### src/rtl/sale_pkg.sv
// Shared types and constants for the ticket payment path.
// Holds the FSM state encoding, coin values, datapath widths and fare arithmetic helpers.
package sale_pkg;

  localparam int unsigned PRICE_W     = 4;
  localparam int unsigned TOTAL_W     = 6;
  localparam int unsigned MONEY_W     = 7;
  localparam int unsigned MAX_TICKETS = 3;
  localparam int unsigned TICKET_W    = $clog2(MAX_TICKETS + 1);

  localparam int unsigned COIN1  = 1;
  localparam int unsigned COIN5  = 5;
  localparam int unsigned COIN10 = 10;

  typedef enum logic [2:0] {
    ST_IDLE   = 3'd0,
    ST_LATCH  = 3'd1,
    ST_PAY    = 3'd2,
    ST_DONE   = 3'd3,
    ST_REFUND = 3'd4
  } state_e;

  // A request for zero tickets is sold as a single ticket.
  function automatic logic [TICKET_W-1:0] norm_tickets(input logic [TICKET_W-1:0] n);
    return (n == '0) ? TICKET_W'(1) : n;
  endfunction

  function automatic logic [TOTAL_W-1:0] calc_total(input logic [PRICE_W-1:0]  fare,
                                                    input logic [TICKET_W-1:0] tickets);
    return TOTAL_W'(fare) * TOTAL_W'(tickets);
  endfunction

endpackage

### src/rtl/coin_accum.sv
// Per-cycle coin summation feeding a saturating paid-amount register.
// paid_next exposes this cycle's running total so the FSM can decide without a cycle of lag.
module coin_accum
  import sale_pkg::*;
(
  input  logic               clk,
  input  logic               rst,
  input  logic               clr_i,
  input  logic               en_i,
  input  logic               coin_1_i,
  input  logic               coin_5_i,
  input  logic               coin_10_i,
  output logic [MONEY_W-1:0] paid_o,
  output logic [MONEY_W-1:0] paid_next_o,
  output logic               coin_seen_o
);

  logic [MONEY_W-1:0] paid_q;
  logic [MONEY_W-1:0] coin_sum;
  logic [MONEY_W:0]   sum_raw;

  always_comb begin
    coin_sum = '0;
    if (coin_1_i)  coin_sum = coin_sum + MONEY_W'(COIN1);
    if (coin_5_i)  coin_sum = coin_sum + MONEY_W'(COIN5);
    if (coin_10_i) coin_sum = coin_sum + MONEY_W'(COIN10);
    sum_raw = {1'b0, paid_q} + {1'b0, coin_sum};
    paid_next_o = paid_q;
    if (en_i) paid_next_o = sum_raw[MONEY_W] ? '1 : sum_raw[MONEY_W-1:0];
  end

  always_ff @(posedge clk) begin
    if (rst || clr_i) paid_q <= '0;
    else              paid_q <= paid_next_o;
  end

  assign paid_o      = paid_q;
  assign coin_seen_o = coin_1_i | coin_5_i | coin_10_i;

endmodule

### src/rtl/ticket_pay_ctrl.sv
// Payment FSM: waits for the fare from the price RAM, collects coins, then
// dispenses with change or refunds on cancel/timeout.
module ticket_pay_ctrl
  import sale_pkg::*;
#(
  parameter int unsigned PRICE_LAT   = 2,
  parameter int unsigned TIMEOUT_CYC = 250000000
) (
  input  logic                clk,
  input  logic                rst,
  input  logic                select_done,
  input  logic [PRICE_W-1:0]  price,
  input  logic [TICKET_W-1:0] ticket_num,
  input  logic                coin_1,
  input  logic                coin_5,
  input  logic                coin_10,
  input  logic                cancel,
  output logic [TOTAL_W-1:0]  total,
  output logic [MONEY_W-1:0]  paid,
  output logic [MONEY_W-1:0]  change,
  output logic                dispense,
  output logic                refund,
  output logic                err,
  output logic                busy,
  output logic [2:0]          state
);

  localparam int unsigned LAT_W = $clog2(PRICE_LAT) + 1;
  localparam int unsigned TMO_W = 28;
  localparam logic [LAT_W-1:0] LAT_LAST = LAT_W'(PRICE_LAT - 1);
  localparam logic [TMO_W-1:0] TMO_LAST = TMO_W'(TIMEOUT_CYC - 1);

  state_e              state_q;
  logic [LAT_W-1:0]    lat_q;
  logic [TMO_W-1:0]    tmo_q;
  logic [TICKET_W-1:0] tickets_q;
  logic [TOTAL_W-1:0]  total_q;
  logic [MONEY_W-1:0]  change_q;
  logic                dispense_q, refund_q, err_q;

  logic [MONEY_W-1:0]  paid_next;
  logic                coin_seen;
  logic                accum_clr;

  // A new transaction clears the coin count whenever LATCH is (re)entered.
  assign accum_clr = select_done && (state_q == ST_IDLE || state_q == ST_LATCH);

  coin_accum u_accum (
    .clk         (clk),
    .rst         (rst),
    .clr_i       (accum_clr),
    .en_i        (state_q == ST_PAY),
    .coin_1_i    (coin_1),
    .coin_5_i    (coin_5),
    .coin_10_i   (coin_10),
    .paid_o      (paid),
    .paid_next_o (paid_next),
    .coin_seen_o (coin_seen)
  );

  always_ff @(posedge clk) begin
    if (rst) begin
      state_q    <= ST_IDLE;
      lat_q      <= '0;
      tmo_q      <= '0;
      tickets_q  <= '0;
      total_q    <= '0;
      change_q   <= '0;
      dispense_q <= 1'b0;
      refund_q   <= 1'b0;
      err_q      <= 1'b0;
    end else begin
      dispense_q <= 1'b0;
      refund_q   <= 1'b0;
      err_q      <= 1'b0;
      case (state_q)
        ST_IDLE: begin
          if (select_done) begin
            state_q   <= ST_LATCH;
            lat_q     <= '0;
            tickets_q <= norm_tickets(ticket_num);
            total_q   <= '0;
            change_q  <= '0;
          end
        end
        ST_LATCH: begin
          if (select_done) begin
            lat_q     <= '0;
            tickets_q <= norm_tickets(ticket_num);
          end else if (lat_q == LAT_LAST) begin
            if (price == '0) begin
              err_q   <= 1'b1;
              state_q <= ST_IDLE;
            end else begin
              total_q <= calc_total(price, tickets_q);
              tmo_q   <= '0;
              state_q <= ST_PAY;
            end
          end else begin
            lat_q <= lat_q + 1'b1;
          end
        end
        ST_PAY: begin
          tmo_q <= coin_seen ? '0 : tmo_q + 1'b1;
          // Cancel/timeout win over completion; both use the paid value including this cycle's coins.
          if (cancel || tmo_q == TMO_LAST) begin
            refund_q <= 1'b1;
            change_q <= paid_next;
            state_q  <= ST_REFUND;
          end else if (paid_next >= MONEY_W'(total_q)) begin
            dispense_q <= 1'b1;
            change_q   <= paid_next - MONEY_W'(total_q);
            state_q    <= ST_DONE;
          end
        end
        ST_DONE:   state_q <= ST_IDLE;
        ST_REFUND: state_q <= ST_IDLE;
        default:   state_q <= ST_IDLE;
      endcase
    end
  end

  assign total    = total_q;
  assign change   = change_q;
  assign dispense = dispense_q;
  assign refund   = refund_q;
  assign err      = err_q;
  assign busy     = (state_q != ST_IDLE);
  assign state    = state_q;

endmodule

### config.mk
export PLATFORM = sky130hd
export DESIGN_NAME = ticket_pay_ctrl
export DESIGN_NICKNAME = d
export VERILOG_FILES = /design/src/rtl/sale_pkg.sv /design/src/rtl/coin_accum.sv /design/src/rtl/ticket_pay_ctrl.sv
export SDC_FILE = /design/constraint.sdc
export NUM_CORES = 1
export LEC_CHECK = 0
export BUFFER_PORTS_ARGS = -buffer_cell sky130_fd_sc_hd__buf_2
export CAP_MARGIN = 30
export CORE_UTILIZATION = 55
export CTS_CLUSTER_DIAMETER = 100
export CTS_CLUSTER_SIZE = 16
export DETAILED_ROUTE_END_ITERATION = 7
export PLACE_DENSITY = 0.82
export SETUP_SLACK_MARGIN = 0.3
export SYNTH_ARGS = -nofsm -noshare
export SYNTH_HDL_FRONTEND = slang
export SYNTH_HIERARCHICAL = 1
export SYNTH_SLANG_ARGS = --single-unit
### constraint.sdc
create_clock -name clk -period 5.5 [get_ports clk]
set_input_delay 1.65 -clock clk [delete_from_list [all_inputs] [get_ports clk]]
set_output_delay 1.65 -clock clk [all_outputs]
set_load 0.05 [all_outputs]
# Yosys cells after proc, flatten, opt, wreduce, memory -nomap -nowiden
# Index checks and enable logic that the tools add are counted.
# W data, S select, Z words.
# op_classes
addsub	6
mul	1
order_cmp	1
n_eq_ne	10
n_mux	34
n_bitwise	5
reduce_logical	21
# ops
operator	n
$mux W28	4
$pmux W28 S2	1
$mux W7	7
$add A28 B1 Y28 const B	1
$eq A28 B28 Y1 const B	1
$mux W6	4
$mux W3	5
$pmux W7 S2	1
$pmux W6 S2	1
$mux W2	5
$pmux W3 S3	1
$add A7 B7 Y8	1
$reduce_and A4 Y1	2
$add A7 B4 Y7 const B	1
$ge A7 B6 Y1	1
$sub A7 B6 Y7	1
$mul A4 B2 Y6	1
$ne A2 B2 Y1 const B	3
$ne A3 B3 Y1 const B	2
$reduce_and A3 Y1	2
$reduce_bool A2 Y1	3
$reduce_and A5 Y1	1
$add A1 B3 Y4 const B	1
$logic_not A4 Y1	1
18 further kinds	27
# word_totals
reg_bits	58
out_inout_bits	27

# Longest topological paths before layout
# Gate-level depths: netlist (run 1).
# logic_depth
depth_word	12
ltp_mapped	18
ltp_nobuf	18

# Cells and area by module
# The synthesis (run 1) kept the hierarchy.
# modules_own_cells
module	instances	cells_per_inst	area_each_um2	seq_area_each_um2
ticket_pay_ctrl	1	338	2806.4	1021.0
coin_accum	1	75	630.6	140.1

# Worst setup path before layout (run 1)
# No wires, ideal clock.
# synth_timing
kind	input port to flip-flop
from	input coin_1
to	register change_q[0], in the netlist change[0]
t_arrival_ns	4.753
required_time_ns	5.433
setup_slack_ns	0.679
path_stages	16
path_cell_list	ha_1 > inv_1 > ha_1 > inv_1 > ha_1 > a21o_1 > and4_4 > o21ai_0 > nand3_1 > ha_1 > and3_1 > o21ai_0 > o21a_1 > a31o_2 > or3_4 > o21ai_2
# synth_rtl
item	line_no	text
from (decl)	ticket_pay_ctrl.sv:14	input logic coin_1,
$mux W1 *	coin_accum.sv:24	if (coin_1_i) coin_sum = coin_sum + MONEY_W'(COIN1);
$add A1 B3 Y4	coin_accum.sv:25	if (coin_5_i) coin_sum = coin_sum + MONEY_W'(COIN5);
$mux W7 *	coin_accum.sv:25	
$add A7 B4 Y7	coin_accum.sv:26	if (coin_10_i) coin_sum = coin_sum + MONEY_W'(COIN10);
$mux W7 *	coin_accum.sv:26	
$add A7 B7 Y8 *	coin_accum.sv:27	sum_raw = {1'b0, paid_q} + {1'b0, coin_sum};
$mux W7 * (2 in series)	coin_accum.sv:29	if (en_i) paid_next_o = sum_raw[MONEY_W] ? '1 : sum_raw[MONEY_W-1:0];
net paid_next[4]	ticket_pay_ctrl.sv:41	logic [MONEY_W-1:0] paid_next;
$ge A7 B6 Y1 *	ticket_pay_ctrl.sv:110	end else if (paid_next >= MONEY_W'(total_q)) begin
$ne A3 B3 Y1 (no source line) *	n/a	
$reduce_and A3 Y1 (no source line) *	n/a	
to (signal assigned)	ticket_pay_ctrl.sv:108	change_q <= paid_next;
to (signal assigned)	ticket_pay_ctrl.sv:112	change_q <= paid_next - MONEY_W'(total_q);
to (decl)	ticket_pay_ctrl.sv:38	logic [MONEY_W-1:0] change_q;
# Mark *: on every way through the listed nets, which the timed path passes. The rest lies on a longest branch. The select of a mux whose other input is x is not followed.
# A chain may end at the register's enable or synchronous reset.

# Worst setup path after layout (run 1)
# layout_timing
from	input coin_5
to	register change_q[0], in the netlist change[0]
# layout_rtl
item	line_no	text
from (decl)	ticket_pay_ctrl.sv:15	input logic coin_5,
$mux W7 *	coin_accum.sv:25	
$add A7 B4 Y7	coin_accum.sv:26	
$mux W7 *	coin_accum.sv:26	
$add A7 B7 Y8 *	coin_accum.sv:27	
$mux W7 * (2 in series)	coin_accum.sv:29	
net paid_next[4]	ticket_pay_ctrl.sv:41	
$ge A7 B6 Y1 *	ticket_pay_ctrl.sv:110	
$ne A3 B3 Y1 (no source line) *	n/a	
$reduce_and A3 Y1 (no source line) *	n/a	
# Marked as above.

==> flow_metrics.env, run 1 <==
export IMPL_outcome="finished clean"
export IMPL_fin_cells=527
export IMPL_drt_initial_drc_count=90
export IMPL_h_tree_depth=3
export IMPL_die_w_um=81.1
export IMPL_rsz0062_at_grt="no"
export IMPL_crit_fanout=9
export IMPL_cts_buffers=9
export IMPL_final_cell_mix="nor2_1, dfxtp_1, buf_2"
export IMPL_fin_crit_ps=4880
export IMPL_grt_antenna_before_repair=0
export IMPL_cp_start_kind="primary input"
export IMPL_fin_crit_sh=0.887
export IMPL_p_per_area_nw_per_um2=264
export IMPL_synth_cells=413
export IMPL_multiInputGateArea_um2=2140
export IMPL_vias=3053
export IMPL_fin_nets=484
export IMPL_synth_seq_cells=58
export IMPL_leakagePower_uw=0.00161
export IMPL_cts_setup_buffers=0
export IMPL_boundaryPins=40
export IMPL_p_sw_uw=246
export IMPL_wire_per_inst_um=14.2
export IMPL_synth_main_ff_cell="dfxtp_1"
export IMPL_clk_latency_ps=340
export IMPL_cts_path_max_buffers=2
export IMPL_initial_utilization=0.574
export IMPL_dp_cells=511
export IMPL_intPower_uw=788
export IMPL_hold_violations=0
export IMPL_yosysTopAreaCell="dfxtp_1"
export IMPL_clkTransAtPathRegs_ps=60
export IMPL_synth_top_area_frac=0.338
export IMPL_dp_slack_ps=315
export IMPL_ir_drop_uv=245
export IMPL_routed_via_density=5.79
export IMPL_setup_tns_ps=0
export IMPL_pwr_share_clk=0.474
export IMPL_dieArea_um2=6570
export IMPL_area_growth_pct=13.9
export IMPL_worst_slew_pin_slew_ps=921
export IMPL_syn_num_nets=450
export IMPL_finalSetupViolations=0
export IMPL_grt_max_degree=29
export IMPL_seqPwrFrac=0.417
export IMPL_grt_pass1_wl_um=12300
export IMPL_routed_wirelength_um=7480
export IMPL_fin_worst_skew_ps=11.7
export IMPL_grtUsageTotal=0.245
export IMPL_firstDrtPassIters=4
export IMPL_critPathRequiredTime_ps=5760
export IMPL_placed_cell_area_um2=3660
export IMPL_ctsHoldBuffers=0
export IMPL_postLayoutCellArea_um2=3920
export IMPL_slew_violations=0
export IMPL_synthArstFlopShare=0
export IMPL_max_freq_mhz=205
export IMPL_layout_commonest_cell="nor2_1"
export IMPL_cts_tree="built"
export IMPL_sw_frac_of_total=0.238
export IMPL_worstSetupPathType="primary input to flop"
export IMPL_hold_path_class="flop to flop"
export IMPL_n_fill_cell=489
export IMPL_ant_nets=0
export IMPL_cp_end_kind="flop"
export IMPL_syn_area_um2=3440
export IMPL_port_buffers=39
export IMPL_rows=28
export IMPL_floorplan_die_height_um=81.1
export IMPL_synth_edf_count=0
export IMPL_cap_violations=0
export IMPL_antenna_cells=0
export IMPL_drive_gt1_frac=0.170
export IMPL_slew_headroom=0.381
export IMPL_ff_latch_area_um2=1160
export IMPL_overflow=0
export IMPL_comb_power_share=0.109
export IMPL_hpwl_um=5500
export IMPL_finish_utilization=0.654
export IMPL_cts_root_buf="clkbuf_8"
export IMPL_grt_pass1_vias=2790
export IMPL_design_core_area_um2=5990
export IMPL_routabilityCongestion=0.850
export IMPL_yosys_top_cells_area="dfxtp_1, ha_1, nor2_1"
export IMPL_ys_warn_count=6
export IMPL_drc_errors=0
export IMPL_synth_yosys_seq_area_share=0.338
export IMPL_avgSynthCellArea_um2=8.32
export IMPL_ys_types=58
export IMPL_crit_arrival_ps=5140
export IMPL_fin_ws_ps=620
export IMPL_cts_sinks=58
export IMPL_cts_resized=0
-- Yosys cell counts (2+ instances only) --
| master | count |
|---|---|
| a31oi_1 | 5 |
| o211ai_1 | 2 |
| nor3_1 | 8 |
| or3_1 | 4 |
| a22oi_1 | 2 |
| nand4_1 | 11 |
| or4b_1 | 2 |
| nand3_1 | 17 |
| nor2b_1 | 4 |
| and2_1 | 9 |
| xor2_1 | 23 |
| a211oi_1 | 2 |
| mux2i_1 | 4 |
| a21o_1 | 5 |
| o21ai_2 | 5 |
| nand2b_1 | 8 |
| nor4_1 | 4 |
| a21oi_1 | 26 |
| a21boi_0 | 3 |
| nand2_1 | 19 |
| nand4b_1 | 2 |
| a311oi_1 | 4 |
| o21ai_0 | 14 |
| nand3b_1 | 6 |
| clkbuf_1 | 14 |
| and4_1 | 2 |
| ha_1 | 21 |
| dfxtp_1 | 58 |
| nor2_1 | 62 |
| or2_2 | 3 |
| nor4_2 | 2 |
| o21a_1 | 3 |
| inv_1 | 18 |
| o21bai_1 | 2 |
| fa_1 | 3 |
| xnor2_1 | 7 |
| and3_1 | 8 |
-- power by group through the flow --
stage	Clock [µW]	Sequential, µW	Combinational (µW)
finish	490	431	113
global route	515	432	126
CTS	498	431	113
detailed placement	0	440	111
global placement	0	440	108
floorplan	0	447	79.3
-- metrics by stage --
step | power, µW | hold slack (ps)
after global routing | 1070 | 495
after CTS | 1040 | 459
after global placement | 549 | 440
final | 1030 | 461
after floorplan | 526 | 457
after detailed placement | 552 | 448
-- per-layer routing --
| layer | vias up | GRT usage | routed length, µm |
|---|---|---|---|
| li1 | 1531 | - | - |
| met3 | 7 | 0.0708 | 290 |
| met2 | 47 | 0.435 | 3810 |
| met5 | - | 0 | 0 |
| met1 | 1468 | 0.279 | 3310 |
| met4 | 0 | 0.0839 | 65 |
-- flip-flops by register name (all words and copies together) (netlist names) --
register and count:
tmo_q 28, change 7, u_accum/paid_o 7, total 6, state 3, lat_q 2
tickets_q 2, dispense 1, err 1, refund 1
-- cell type report --
class | instances | share of cell area
Multi-Input combinational cell | 320 | 0.547
Timing Repair Buffer | 40 | 0.0511
Clock buffer | 11 | 0.0387
Tap cell | 75 | 0.0240
Clock inverter | 5 | 0.0256
Sequential cell | 58 | 0.296
Inverter | 18 | 0.0173
-- worst max-delay path, cell delays in order --
cell     delay [ps]
buf_2           120
ha_1            190
inv_1            60
ha_1            210
inv_1           100
ha_1            240
a21o_1          170
and4_4          220
o21ai_0         330
nand3_1         160
ha_1            380
and3_1          190
o21ai_0         100
o21a_1          180
a31o_2          300
or3_4           390
o21ai_2         160
-- final timing paths --
kind                                 from         to  slack, ps  depth (start not counted)
worst max register to register   state[0]  change[0]       1890                         13
worst min-delay path            change[6]  change[6]        460                          2
worst max-delay path               coin_5  change[0]        620                         17
worst min register to register  change[6]  change[6]        460                          2
-- cells by family (layout without fill, tap and decap cells) --
group / Yosys count / in the layout / share of synthesized area
AOI/OAI and AO/OA: 82 / 82 / 0.162
DFF: 58 / 58 / 0.338
buffers and inverters: 35 / 74 / 0.0389
muxes: 5 / 5 / 0.0149
and+or+nand+nor: 179 / 179 / 0.276
adders and majority gates: 24 / 24 / 0.0939
xor gates and xnor gates: 30 / 30 / 0.0764
Note: power is estimated with default switching activity, not from simulation.
==> run 2: changes to the inputs <==
==> constraint.sdc (replaced) <==
create_clock -name clk -period 5.54 [get_ports clk]
set_input_delay 0.277 -clock clk [delete_from_list [all_inputs] [get_ports clk]]
set_output_delay 0.277 -clock clk [all_outputs]
set_load 0.05 [all_outputs]
==> run 2 against run 1 <==
Effect of this change:
- critical path depth is 4 lower
- worst setup slack better by 1300 ps
- wire length is 1.6% lower
- via count is 1.2% lower
- final cell count stayed put
- core utilization is 1.0 points lower
- final area is 1.6% lower
- worst hold slack worse by 310 ps
- power is 13% lower
- die area stayed put
- critical endpoint is now change[1]
==> flow_metrics.env, run 2 (synthesis gave the netlist of run 1 again) <==
export IMPL_h_tree_depth=3
export IMPL_outcome="finished clean"
export IMPL_crit_arrival_ps=3870
export IMPL_wire_per_inst_um=14.0
export IMPL_regToRegSetupSlack_ps=1940
export IMPL_hold_violations=0
export IMPL_fin_crit_ps=3600
export IMPL_p_per_area_nw_per_um2=234
export IMPL_routed_wirelength_um=7360
export IMPL_hold_path_end="tickets_q[0]"
export IMPL_slew_headroom=0.381
export IMPL_hp_start="ticket_num[1]"
export IMPL_clkTransAtPathRegs_ps=60
export IMPL_grt_pass1_vias=2829
export IMPL_critPathRequiredTime_ps=5810
export IMPL_worstSetupPathType="flop to flop"
export IMPL_layout_commonest_cell="nor2_1"
export IMPL_finalSetupViolations=0
export IMPL_drive_gt1_frac=0.170
export IMPL_fin_worst_skew_ps=10.3
export IMPL_slowest_stage="dfxtp_1"
export IMPL_reg2regPathDepth=13
export IMPL_cts_setup_buffers=0
export IMPL_design_core_area_um2=5990
export IMPL_routed_via_density=5.72
export IMPL_finish_utilization=0.643
export IMPL_firstDrtPassIters=4
export IMPL_overflow=0
export IMPL_cts_sinks=58
export IMPL_top_register="tmo_q"
export IMPL_fin_hold_ws_ps=146
export IMPL_boundaryPins=40
export IMPL_ir_drop_uv=220
export IMPL_fin_crit_sh=0.650
export IMPL_vias=3015
export IMPL_cp_cell_sequence="nand2b_1 -> or2_2 -> inv_1 -> inv_1 -> nor3_1 -> a22oi_1 -> ha_1 -> and3_1 -> o21ai_0 -> o21a_1 -> a31o_2 -> or3_4 -> o21ai_2"
export IMPL_die_w_um=81.1
export IMPL_postLayoutCellArea_um2=3850
export IMPL_cap_violations=0
export IMPL_crit_fanout=13
export IMPL_cts_tree="built"
export IMPL_fin_nets=484
export IMPL_hold_depth=2
export IMPL_r2r_end="change[1]"
export IMPL_cpMostUsedCell="inv_1"
export IMPL_placed_cell_area_um2=3660
export IMPL_grtUsageTotal=0.244
export IMPL_port_buffers=39
export IMPL_ant_nets=0
export IMPL_max_freq_mhz=278
export IMPL_cpPeakStageDelay_ps=390
export IMPL_drc_errors=0
export IMPL_area_growth_pct=12.2
export IMPL_grt_antenna_before_repair=0
export IMPL_cts_root_buf="clkbuf_8"
export IMPL_grt_pass1_wl_um=12300
export IMPL_cts_path_max_buffers=2
export IMPL_floorplan_die_height_um=81.1
export IMPL_slew_violations=0
export IMPL_final_cell_mix="nor2_1, dfxtp_1, buf_2"
export IMPL_dieArea_um2=6570
export IMPL_r2r_start="state[0]"
export IMPL_hold_path_class="primary input to flop"
export IMPL_worst_slew_pin_slew_ps=921
export IMPL_clk_latency_ps=340
export IMPL_initial_utilization=0.574
export IMPL_cp_start_kind="flop"
export IMPL_antenna_cells=0
export IMPL_cts_buffers=9
export IMPL_setup_tns_ps=0
export IMPL_drt_initial_drc_count=134
export IMPL_leakagePower_uw=0.00157
export IMPL_ctsHoldBuffers=0
export IMPL_rsz0062_at_grt="no"
export IMPL_cp_end_kind="flop"
export IMPL_cts_resized=0
export IMPL_hpwl_um=5480
export IMPL_routabilityCongestion=0.850
export IMPL_rows=28
export IMPL_largest_register_ffs=28
export IMPL_grt_max_degree=29
[run 2: changes by cell type in the layout (fill, tap and decap cells not counted), sizes merged]
cell,previous run,this run
bufinv,3,0
clkbuf,11,12
clkinvlp,0,2
[run 2: worst max-delay path by stage]
stage	startpoint	to	slack, ps	cells past startpoint
2_1_floorplan	state[0]	change[0]	1900	16
3_3_place_gp	coin_1	change[4]	1830	17
3_5_place_dp	coin_1	change[1]	1740	17
4_1_cts	state[0]	change[1]	1950	13
5_1_grt	state[0]	change[2]	1670	13
6_report	state[0]	change[1]	1940	13
[run 2: layout make-up]
type | count | area [µm²]
multi-input combinational | 320 | 2140
fill | 511 | 2140
sequential | 58 | 1160
timing repair buffer | 40 | 200
clock buffer | 12 | 165
tap | 75 | 93.8
inverter | 18 | 67.6
clock inverter | 4 | 25.0
[run 2: power breakdown]
| part | switching (µW) | internal, µW |
|---|---|---|
| registers | 5.98 | 422 |
| clock network | 165 | 197 |
| logic | 72.7 | 39.0 |
| total | 244 | 658 |
[run 2: critical path: cells and delay by family, from the launching register on]
family	cells	cell delay (ps)
AND/OR/NAND/NOR	5	1420
adder cells (fa/ha/maj)	1	340
flip-flops	1	390
AO/OA/AOI/OAI	5	860
buffers and inverters	2	540
[run 2: per-layer routing]
metal	up-vias	wire length, µm	track usage
met1	1423	3250	0.276
met2	57	3740	0.437
li1	1523	-	-
met5	-	0	0
met3	12	262	0.0719
met4	0	100	0.0804
[run 2: per-stage QoR]
| stage | total power, µW | setup slack, ps | instances |
|---|---|---|---|
| after CTS | 911 | 1950 | 527 |
| after global placement | 545 | 1830 | 510 |
| after floorplan | 523 | 1900 | 413 |
| after detailed placement | 548 | 1740 | 511 |
| final | 902 | 1940 | 527 |
| after global routing | 943 | 1670 | 527 |
